<file path="config.mk">
export PLATFORM = sky130hd
export DESIGN_NAME = llc_req_decoder
export DESIGN_NICKNAME = d
export VERILOG_FILES = /design/src/rtl/llc_req_decoder.sv
export SDC_FILE = /design/constraint.sdc
export NUM_CORES = 1
export LEC_CHECK = 0
export ABC_AREA = 1
export CAP_MARGIN = 40
export CORE_MARGIN = 5
export CORE_UTILIZATION = 35
export DETAILED_ROUTE_END_ITERATION = 8
export PLACE_DENSITY = 0.62
export SLEW_MARGIN = 20
export SYNTH_ARGS = -nofsm -noshare
export SYNTH_HDL_FRONTEND = slang
export SYNTH_SLANG_ARGS = --single-unit
export TNS_END_PERCENT = 1
</file>
<file path="constraint.sdc">
create_clock -name clk -period 5.4 [get_ports clk]
set_clock_uncertainty 0.1 [all_clocks]
set_input_delay 1.62 -clock clk [delete_from_list [all_inputs] [get_ports clk]]
set_output_delay 1.62 -clock clk [all_outputs]
set_load 0.01 [all_outputs]
</file>
<file path="src/rtl/llc_req_decoder.sv">
// Front-end of the LLC controller: filters illegal trace opcodes, buffers legal commands
// in order, and presents each as a registered request split into tag/index/offset plus class flags.
module llc_req_decoder #(
    parameter int ADDR_W   = 32,
    parameter int OFFSET_W = 6,
    parameter int INDEX_W  = 14,
    parameter int TAG_W    = ADDR_W - INDEX_W - OFFSET_W,
    parameter int DEPTH    = 4,
    parameter int CNT_W    = 16
) (
    input  logic                clk,
    input  logic                rst,
    input  logic                in_valid,
    output logic                in_ready,
    input  logic [3:0]          in_n,
    input  logic [ADDR_W-1:0]   in_addr,
    output logic                out_valid,
    input  logic                out_ready,
    output logic [3:0]          out_n,
    output logic [TAG_W-1:0]    out_tag,
    output logic [INDEX_W-1:0]  out_index,
    output logic [OFFSET_W-1:0] out_offset,
    output logic                out_is_cpu,
    output logic                out_is_snoop,
    output logic                out_is_ctrl,
    output logic [CNT_W-1:0]    illegal_cnt
);
    localparam int AW      = $clog2(DEPTH);
    localparam int PTR_W   = AW + 1;
    localparam int ENTRY_W = 4 + ADDR_W;

    logic [ENTRY_W-1:0]  r_mem [DEPTH];
    logic [PTR_W-1:0]    r_wr_ptr;
    logic [PTR_W-1:0]    r_rd_ptr;
    logic                r_out_valid;
    logic [3:0]          r_out_n;
    logic [TAG_W-1:0]    r_out_tag;
    logic [INDEX_W-1:0]  r_out_index;
    logic [OFFSET_W-1:0] r_out_offset;
    logic                r_out_is_cpu;
    logic                r_out_is_snoop;
    logic                r_out_is_ctrl;
    logic [CNT_W-1:0]    r_illegal_cnt;

    logic                w_empty;
    logic                w_full;
    logic                w_accept;
    logic                w_legal;
    logic                w_push_legal;
    logic                w_push_illegal;
    logic                w_load;
    logic                w_src_avail;
    logic                w_fifo_wr;
    logic                w_fifo_rd;
    logic [ENTRY_W-1:0]  w_head;
    logic [3:0]          w_src_n;
    logic [ADDR_W-1:0]   w_src_addr;
    logic                w_dec_cpu;
    logic                w_dec_snoop;
    logic                w_dec_ctrl;

    assign w_empty = (r_wr_ptr == r_rd_ptr);
    assign w_full  = (r_wr_ptr[PTR_W-1] != r_rd_ptr[PTR_W-1]) &&
                     (r_wr_ptr[AW-1:0] == r_rd_ptr[AW-1:0]);

    // Opcodes 7 and 10..15 are dropped but still handshaken so the trace keeps flowing.
    assign w_legal        = (in_n != 4'd7) && (in_n < 4'd10);
    assign w_accept       = in_valid && in_ready;
    assign w_push_legal   = w_accept && w_legal;
    assign w_push_illegal = w_accept && !w_legal;

    assign w_load      = !r_out_valid || out_ready;
    assign w_src_avail = !w_empty || w_push_legal;
    // With an empty FIFO the incoming command bypasses straight into the output register.
    assign w_fifo_rd   = w_load && !w_empty;
    assign w_fifo_wr   = w_push_legal && !(w_load && w_empty);

    assign w_head     = r_mem[r_rd_ptr[AW-1:0]];
    assign w_src_n    = w_empty ? in_n    : w_head[ENTRY_W-1 -: 4];
    assign w_src_addr = w_empty ? in_addr : w_head[ADDR_W-1:0];

    assign w_dec_cpu   = (w_src_n <= 4'd2);
    assign w_dec_snoop = (w_src_n >= 4'd3) && (w_src_n <= 4'd6);
    assign w_dec_ctrl  = (w_src_n == 4'd8) || (w_src_n == 4'd9);

    always_ff @(posedge clk) begin
        if (w_fifo_wr) begin
            r_mem[r_wr_ptr[AW-1:0]] <= {in_n, in_addr};
        end
    end

    always_ff @(posedge clk) begin
        if (rst) begin
            r_wr_ptr       <= '0;
            r_rd_ptr       <= '0;
            r_out_valid    <= 1'b0;
            r_out_n        <= '0;
            r_out_tag      <= '0;
            r_out_index    <= '0;
            r_out_offset   <= '0;
            r_out_is_cpu   <= 1'b0;
            r_out_is_snoop <= 1'b0;
            r_out_is_ctrl  <= 1'b0;
            r_illegal_cnt  <= '0;
        end else begin
            if (w_fifo_wr) begin
                r_wr_ptr <= r_wr_ptr + PTR_W'(1);
            end
            if (w_fifo_rd) begin
                r_rd_ptr <= r_rd_ptr + PTR_W'(1);
            end
            if (w_load) begin
                if (w_src_avail) begin
                    r_out_valid    <= 1'b1;
                    r_out_n        <= w_src_n;
                    r_out_tag      <= w_src_addr[ADDR_W-1 -: TAG_W];
                    r_out_index    <= w_src_addr[OFFSET_W +: INDEX_W];
                    r_out_offset   <= w_src_addr[OFFSET_W-1:0];
                    r_out_is_cpu   <= w_dec_cpu;
                    r_out_is_snoop <= w_dec_snoop;
                    r_out_is_ctrl  <= w_dec_ctrl;
                end else begin
                    r_out_valid    <= 1'b0;
                    r_out_n        <= '0;
                    r_out_tag      <= '0;
                    r_out_index    <= '0;
                    r_out_offset   <= '0;
                    r_out_is_cpu   <= 1'b0;
                    r_out_is_snoop <= 1'b0;
                    r_out_is_ctrl  <= 1'b0;
                end
            end
            if (w_push_illegal && (r_illegal_cnt != '1)) begin
                r_illegal_cnt <= r_illegal_cnt + CNT_W'(1);
            end
        end
    end

    assign in_ready     = !w_full;
    assign out_valid    = r_out_valid;
    assign out_n        = r_out_n;
    assign out_tag      = r_out_tag;
    assign out_index    = r_out_index;
    assign out_offset   = r_out_offset;
    assign out_is_cpu   = r_out_is_cpu;
    assign out_is_snoop = r_out_is_snoop;
    assign out_is_ctrl  = r_out_is_ctrl;
    assign illegal_cnt  = r_illegal_cnt;

endmodule
</file>
* Yosys cells after proc, flatten, opt, wreduce, memory -nomap -nowiden
Memories as Yosys holds them, arrays and structs flattened. A register that Yosys moved wholly into a read port is not among the register bits.
Cells that the tools add are included.
** Word-level totals
- Memory bits (read-only) :: 0
- Bits in latches :: 0
- Word-level logic and storage cells :: 58
- Memories :: 1
- RAM bits :: 144
- Bits in registers :: 62
- Input port bits :: 40
** Operators by class
- Order comparisons :: 4
- Multipliers :: 0
- Divide/modulo/power cells :: 0
- Bitwise gates (word level) :: 0
- Multiplexer cells :: 14
- Equal/unequal tests :: 7
- Reductions and logical operators :: 18
- Shifts and indexed selects :: 0
- Add/sub/neg operators :: 3
** Memory list
- r_mem :: words 4, width 36, rd ports 1, clocked after Yosys merged registers in 1, wr ports 1, line 32 : logic [ENTRY_W-1:0] r_mem [DEPTH];
** Operators with widths (count)
- $mux W32 :: 1
- $add A16 B1 Y16 const B :: 1
- $ne A16 B16 Y1 const B :: 1
- $mux W14 :: 1
- $mux W12 :: 1
- $logic_and A1 B1 Y1 :: 10
- $eq A4 B4 Y1 const B :: 2
- $mux W4 :: 2
- $add A3 B1 Y3 const B :: 2
- $mux W1 :: 6
- $mux W6 :: 1
- $logic_not A1 Y1 :: 5
- $ge A4 B2 Y1 const B :: 1
- $le A4 B2 Y1 const B :: 1
- $le A4 B3 Y1 const B :: 1
- $lt A4 B4 Y1 const B :: 1
- $mux W2 :: 2
- $ne A4 B3 Y1 const B :: 1
- $eq A3 B3 Y1 :: 1
- $logic_or A1 B1 Y1 :: 3
- $eq A2 B2 Y1 :: 1
- $ne A1 B1 Y1 :: 1

* Depth between registers and ports, before layout
- Word-level depth :: 8
- Gate-level depth with buffers :: 12
- Depth with buffers taken out :: 12

* Worst setup path before layout
Ideal clock, no wire load.
- Path kind :: in2reg
- Start point :: input out_ready
- End point :: memory r_mem[0][0] in the netlist's numbering, enable pin
- Path buffers :: 0
- Arrival time :: 3.808 ns
- Setup time :: 0.429 ns
- Setup slack :: 1.062 ns
- Stages on the path :: 5
- Path through :: or2_2 -> clkinv_1 -> nor2_1 -> nand3b_4 -> nor2_1
** On the way
- Word-level cells in the longest chain between the ends :: 6
** RTL lines
- start, declared :: line 18 : input logic out_ready,
- $logic_or A1 B1 Y1 :: line 72 : assign w_load = !r_out_valid || out_ready;
- $logic_and A1 B1 Y1 :: line 76 : assign w_fifo_wr = w_push_legal && !(w_load && w_empty);
- $logic_not A1 Y1 :: line 76
- $logic_and A1 B1 Y1 :: line 76
- $mux W1 :: line 87 : if (w_fifo_wr) begin
- $mux W1 (implied by the code) :: line 88 : r_mem[r_wr_ptr[AW-1:0]] <= {in_n, in_addr};
- end, declared :: line 32
No other way between the ends.

* Worst setup path in the final report
- Start point :: input out_ready
- End point :: memory r_mem[2][0] in the netlist's numbering, enable pin
Same word-level chain as after synthesis.

==> run summary <==
* portion of total power attributed to the clock network: 28.6%
* Final setup viols: 0
* global routing usage summed across all routing layers: 14.63%
* crit path DAT: 3690 ps
* area taken by multi-input logic gates: 0.002684 sq mm
* class of the most critical hold timing path: reg2reg
* number of buffers between clock root and the deepest sink: 3
* syn nets: 864
* final worst hold slack: 363.2 ps
* Clock Latency Late Sink: 510 ps
* largest net degree at the start of global routing: 75
* detail-routed via count per cell: 4.966
* fraction of final layout cells sized beyond drive strength 1: 8.983%
* setup repair after global routing missed its margin: false
* Post-CTS Hold Buffers: 0
* startpoint of the worst setup timing path: out_ready
* combined area of all synthesized cells: 0.008682 sq mm
* remaining antenna violation count: 0
* post-CTS clock slew at the launch and capture registers of the worst setup and hold paths: 60 ps
* violation count after the first detailed-routing iteration: 583
* switching portion of total power: 34.26%
* synth warn: 0
* data required time of the critical path: 5500 ps
* LEAKAGE: 3.757 nW
* clock tree from TritonCTS: done
* number of design rule violations left after detail routing: 0
* number of top-level pins: 97
* EDFF count, synth: 144
* cells after synthesis: 818
* count of distinct cell types in the synthesized netlist: 41
* vias in the first global route: 5926
* run status: complete, no violations
* worst hold start: out_tag[3]
* number of iterations in the first detailed-routing pass: 5
* number of sinks handled by clock tree synthesis: 208
* RR Endpoint: r_mem[2][0]
* die area: 0.02806 sq mm
* final cycle utilization of the critical path: 66.46%
* relative contribution of sequential cells to total power: 37.6%
* count of buffers inserted at the top-level ports: 96
* Die Span Y: 167.5 microns
* vias after detailed routing: 6197
* category of the worst setup path capture point: flop
* Antenna diodes: 0
* Site Rows: 57
* total net switching power: 1.914 mW
* final wirelength: 21090 microns
* antenna violations before repair: 0
* total number of nets in the final design: 953
* power per cell area: 520.6 mW/mm^2
* internal power: 3.671 mW
* max-cap violation count: 0
* total congestion overflow: 0
* FILL cells: 2292
* end point of the worst hold path: out_tag[3]
* mean area per synthesized cell: 10.61 sq um
* wire length of the first global-routing pass: 33420 microns
* starting density of the core: 35.60%
* die width: 167.5 microns
* Post-synth top flop: sky130_fd_sc_hd__edfxtp_1
* Critical R2R Launch: r_wr_ptr[0]
* FF+latch area: 0.005607 sq mm
* combinational share of power: 33.8%
* normalized max-slew margin: 46.22%
* core footprint: 0.02439 sq mm
* Max H-tree Level: 1
* final RePlAce weighted congestion: 0.7609
* sequential cell area fraction in the yosys report: 64.56%
* number of cells on the worst reg-to-reg path: 8
* final-layout setup total negative slack: 0 ps
* Synth Register Bits: 208
* Crit Path Max Fanout: 20
* signed area change from the synthesized netlist to the final layout: 23.56%
* pins over their slew limit: 0
* Highest Clock Rate: 278.6 MHz
* register-to-register setup slack: 2710 ps
* number of instances on the worst hold path: 2
* hold violation total from the final report: 0
* category of the worst setup path launch point: primary input
* number of buffers created by CTS: 23
* drt wl/cell: 16.90 microns
* critical path type: in2reg
* Slew @ Worst Pin: 806.6 ps
* Peak supply drop: 295.3 uV
* share of synthesized flip-flops with an asynchronous set or reset: 0%
* placed wire-length estimate: 12950 microns
* post-CTS repair timing setup buffer count: 0
* fin crit period: 3589 ps
* # resized after CTS: 0
* Root Driver: sky130_fd_sc_hd__clkbuf_16
worst max path at each step:
stage                               to  depth (start not counted)
after detailed placement  r_mem[2][33]                          7
final                      r_mem[2][0]                          7
after CTS                 r_mem[2][19]                          7
after floorplan            r_mem[0][0]                          5
after global routing      r_mem[2][19]                          7
after global placement    r_mem[2][33]                          7
critical path: stages:
cell	delay [ps]
sky130_fd_sc_hd__clkdlybuf4s50_1	410
sky130_fd_sc_hd__or2_2	360
sky130_fd_sc_hd__clkinv_1	80
sky130_fd_sc_hd__nor2_1	40
sky130_fd_sc_hd__nand3b_4	260
sky130_fd_sc_hd__nor2_4	570
sky130_fd_sc_hd__buf_4	330
state kept, by name (all words and copies together) (netlist names), named ones only:
| name | cells |
|---|---|
| r_mem | 144 |
| illegal_cnt | 16 |
| out_index | 14 |
| out_tag | 12 |
| out_offset | 6 |
| out_n | 4 |
| r_rd_ptr | 3 |
| r_wr_ptr | 3 |
| out_is_cpu | 1 |
| out_is_ctrl | 1 |
| out_is_snoop | 1 |
| out_valid | 1 |
Yosys cell counts, types with 2 or more instances:
| library cell | instances | area share (%) |
|---|---|---|
| sky130_fd_sc_hd__nand2_1 | 195 | 8.4 |
| sky130_fd_sc_hd__edfxtp_1 | 144 | 50 |
| sky130_fd_sc_hd__a21oi_1 | 121 | 7.0 |
| sky130_fd_sc_hd__dfxtp_1 | 64 | 15 |
| sky130_fd_sc_hd__inv_1 | 40 | 1.7 |
| sky130_fd_sc_hd__a22oi_1 | 27 | 2.3 |
| sky130_fd_sc_hd__nor2_1 | 27 | 1.2 |
| sky130_fd_sc_hd__o211ai_1 | 24 | 2.1 |
| sky130_fd_sc_hd__nand3_1 | 23 | 1.3 |
| sky130_fd_sc_hd__o21ai_0 | 19 | 1.1 |
| sky130_fd_sc_hd__buf_2 | 17 | 0.98 |
| sky130_fd_sc_hd__clkbuf_1 | 17 | 0.73 |
| sky130_fd_sc_hd__or2_1 | 10 | 0.72 |
| sky130_fd_sc_hd__inv_2 | 9 | 0.39 |
| sky130_fd_sc_hd__or2_0 | 9 | 0.65 |
| sky130_fd_sc_hd__nor3_1 | 7 | 0.40 |
| sky130_fd_sc_hd__ha_1 | 6 | 0.86 |
| sky130_fd_sc_hd__nand4_1 | 6 | 0.43 |
| sky130_fd_sc_hd__a22o_1 | 5 | 0.50 |
| sky130_fd_sc_hd__nand2_2 | 5 | 0.36 |
| sky130_fd_sc_hd__xor2_1 | 5 | 0.50 |
| sky130_fd_sc_hd__buf_1 | 4 | 0.17 |
| sky130_fd_sc_hd__buf_4 | 4 | 0.35 |
| sky130_fd_sc_hd__buf_6 | 3 | 0.39 |
| sky130_fd_sc_hd__nand3_4 | 3 | 0.61 |
| sky130_fd_sc_hd__nor2_2 | 3 | 0.22 |
| sky130_fd_sc_hd__o21ai_1 | 3 | 0.17 |
| sky130_fd_sc_hd__nand2_4 | 2 | 0.26 |
| sky130_fd_sc_hd__nor3b_1 | 2 | 0.17 |
| sky130_fd_sc_hd__or2_2 | 2 | 0.14 |
| sky130_fd_sc_hd__xnor2_1 | 2 | 0.20 |
power groups by stage:
stage	combinational, mW	sequential, mW	clock [mW]
finish	1.89	2.10	1.60
global route	2.09	2.12	1.70
CTS	1.92	2.10	1.63
detailed placement	1.92	2.13	0
global placement	1.89	2.13	0
floorplan	1.15	2.17	0
per-layer routing:
| metal | global-route usage (%) | wire length, microns | vias to the layer above |
|---|---|---|---|
| met5 | 0 | 0 | - |
| met4 | 3.740 | 357 | 0 |
| met3 | 2.711 | 1136 | 30 |
| met2 | 23.80 | 9933 | 166 |
| met1 | 20.32 | 9665 | 2957 |
| li1 | - | - | 3044 |
per-stage QoR:
stage	std cells	worst slack (ps)	power, mW	cell area [sq um]	utilization, %
2_1_floorplan	818	1062	3.322	8682	-
3_5_place_dp	1206	1243	4.049	9955	40.81
4_1_cts	1248	1769	5.658	10730	43.98
3_3_place_gp	1206	1261	4.023	9955	40.81
5_1_grt	1248	1699	5.914	10730	43.98
6_report	1248	1811	5.585	10730	43.98
area by class of cell:
cell class                      count  share of cell area (%)
Sequential cell                   208                   52.26
Inverter                           51                   1.796
Clock buffer                       28                   5.540
Multi-Input combinational cell    514                   25.02
Timing Repair Buffer              109                   9.937
Clock inverter                     14                   1.668
Tap cell                          324                   3.779
cells by family (layout without fill, tap and decap cells):
logic type	count (synthesis)	count (layout)	share of synthesized area, %
xor+xnor	7	7	0.7062
simple gates	298	298	15.51
fa+ha+maj	6	6	0.8647
compound gates	203	203	13.52
buf+inv	96	202	4.842
flops	208	208	64.56
placed cells by master, fill, tap and decap left out, types with 2 or more instances in the layout:
cell                              instances
sky130_fd_sc_hd__or2_0                    9
sky130_fd_sc_hd__ha_1                     6
sky130_fd_sc_hd__nor2_4                   5
sky130_fd_sc_hd__clkinv_1                 4
sky130_fd_sc_hd__nand3_1                 23
sky130_fd_sc_hd__nand3_4                  3
sky130_fd_sc_hd__inv_1                   40
sky130_fd_sc_hd__o21ai_0                 19
sky130_fd_sc_hd__o21ai_1                  3
sky130_fd_sc_hd__bufinv_16                4
sky130_fd_sc_hd__a21oi_1                121
sky130_fd_sc_hd__nand2_2                  5
sky130_fd_sc_hd__clkbuf_16               23
sky130_fd_sc_hd__edfxtp_1               144
sky130_fd_sc_hd__nor2_2                   2
sky130_fd_sc_hd__or2_2                    2
sky130_fd_sc_hd__xnor2_1                  2
sky130_fd_sc_hd__clkinvlp_4               2
sky130_fd_sc_hd__a22oi_1                 27
sky130_fd_sc_hd__nor3b_1                  2
sky130_fd_sc_hd__inv_2                    9
sky130_fd_sc_hd__dfxtp_1                 63
sky130_fd_sc_hd__o211ai_1                24
sky130_fd_sc_hd__xor2_1                   5
sky130_fd_sc_hd__or2_1                   10
sky130_fd_sc_hd__clkinv_2                 4
sky130_fd_sc_hd__nand2_4                  2
sky130_fd_sc_hd__nand2_1                195
sky130_fd_sc_hd__nor3_1                   7
sky130_fd_sc_hd__clkbuf_1                 5
sky130_fd_sc_hd__nor2_1                  24
sky130_fd_sc_hd__buf_4                   12
sky130_fd_sc_hd__a22o_1                   5
sky130_fd_sc_hd__clkdlybuf4s50_1         95
sky130_fd_sc_hd__nand4_1                  6
Note: power is estimated with default switching activity, not from simulation.
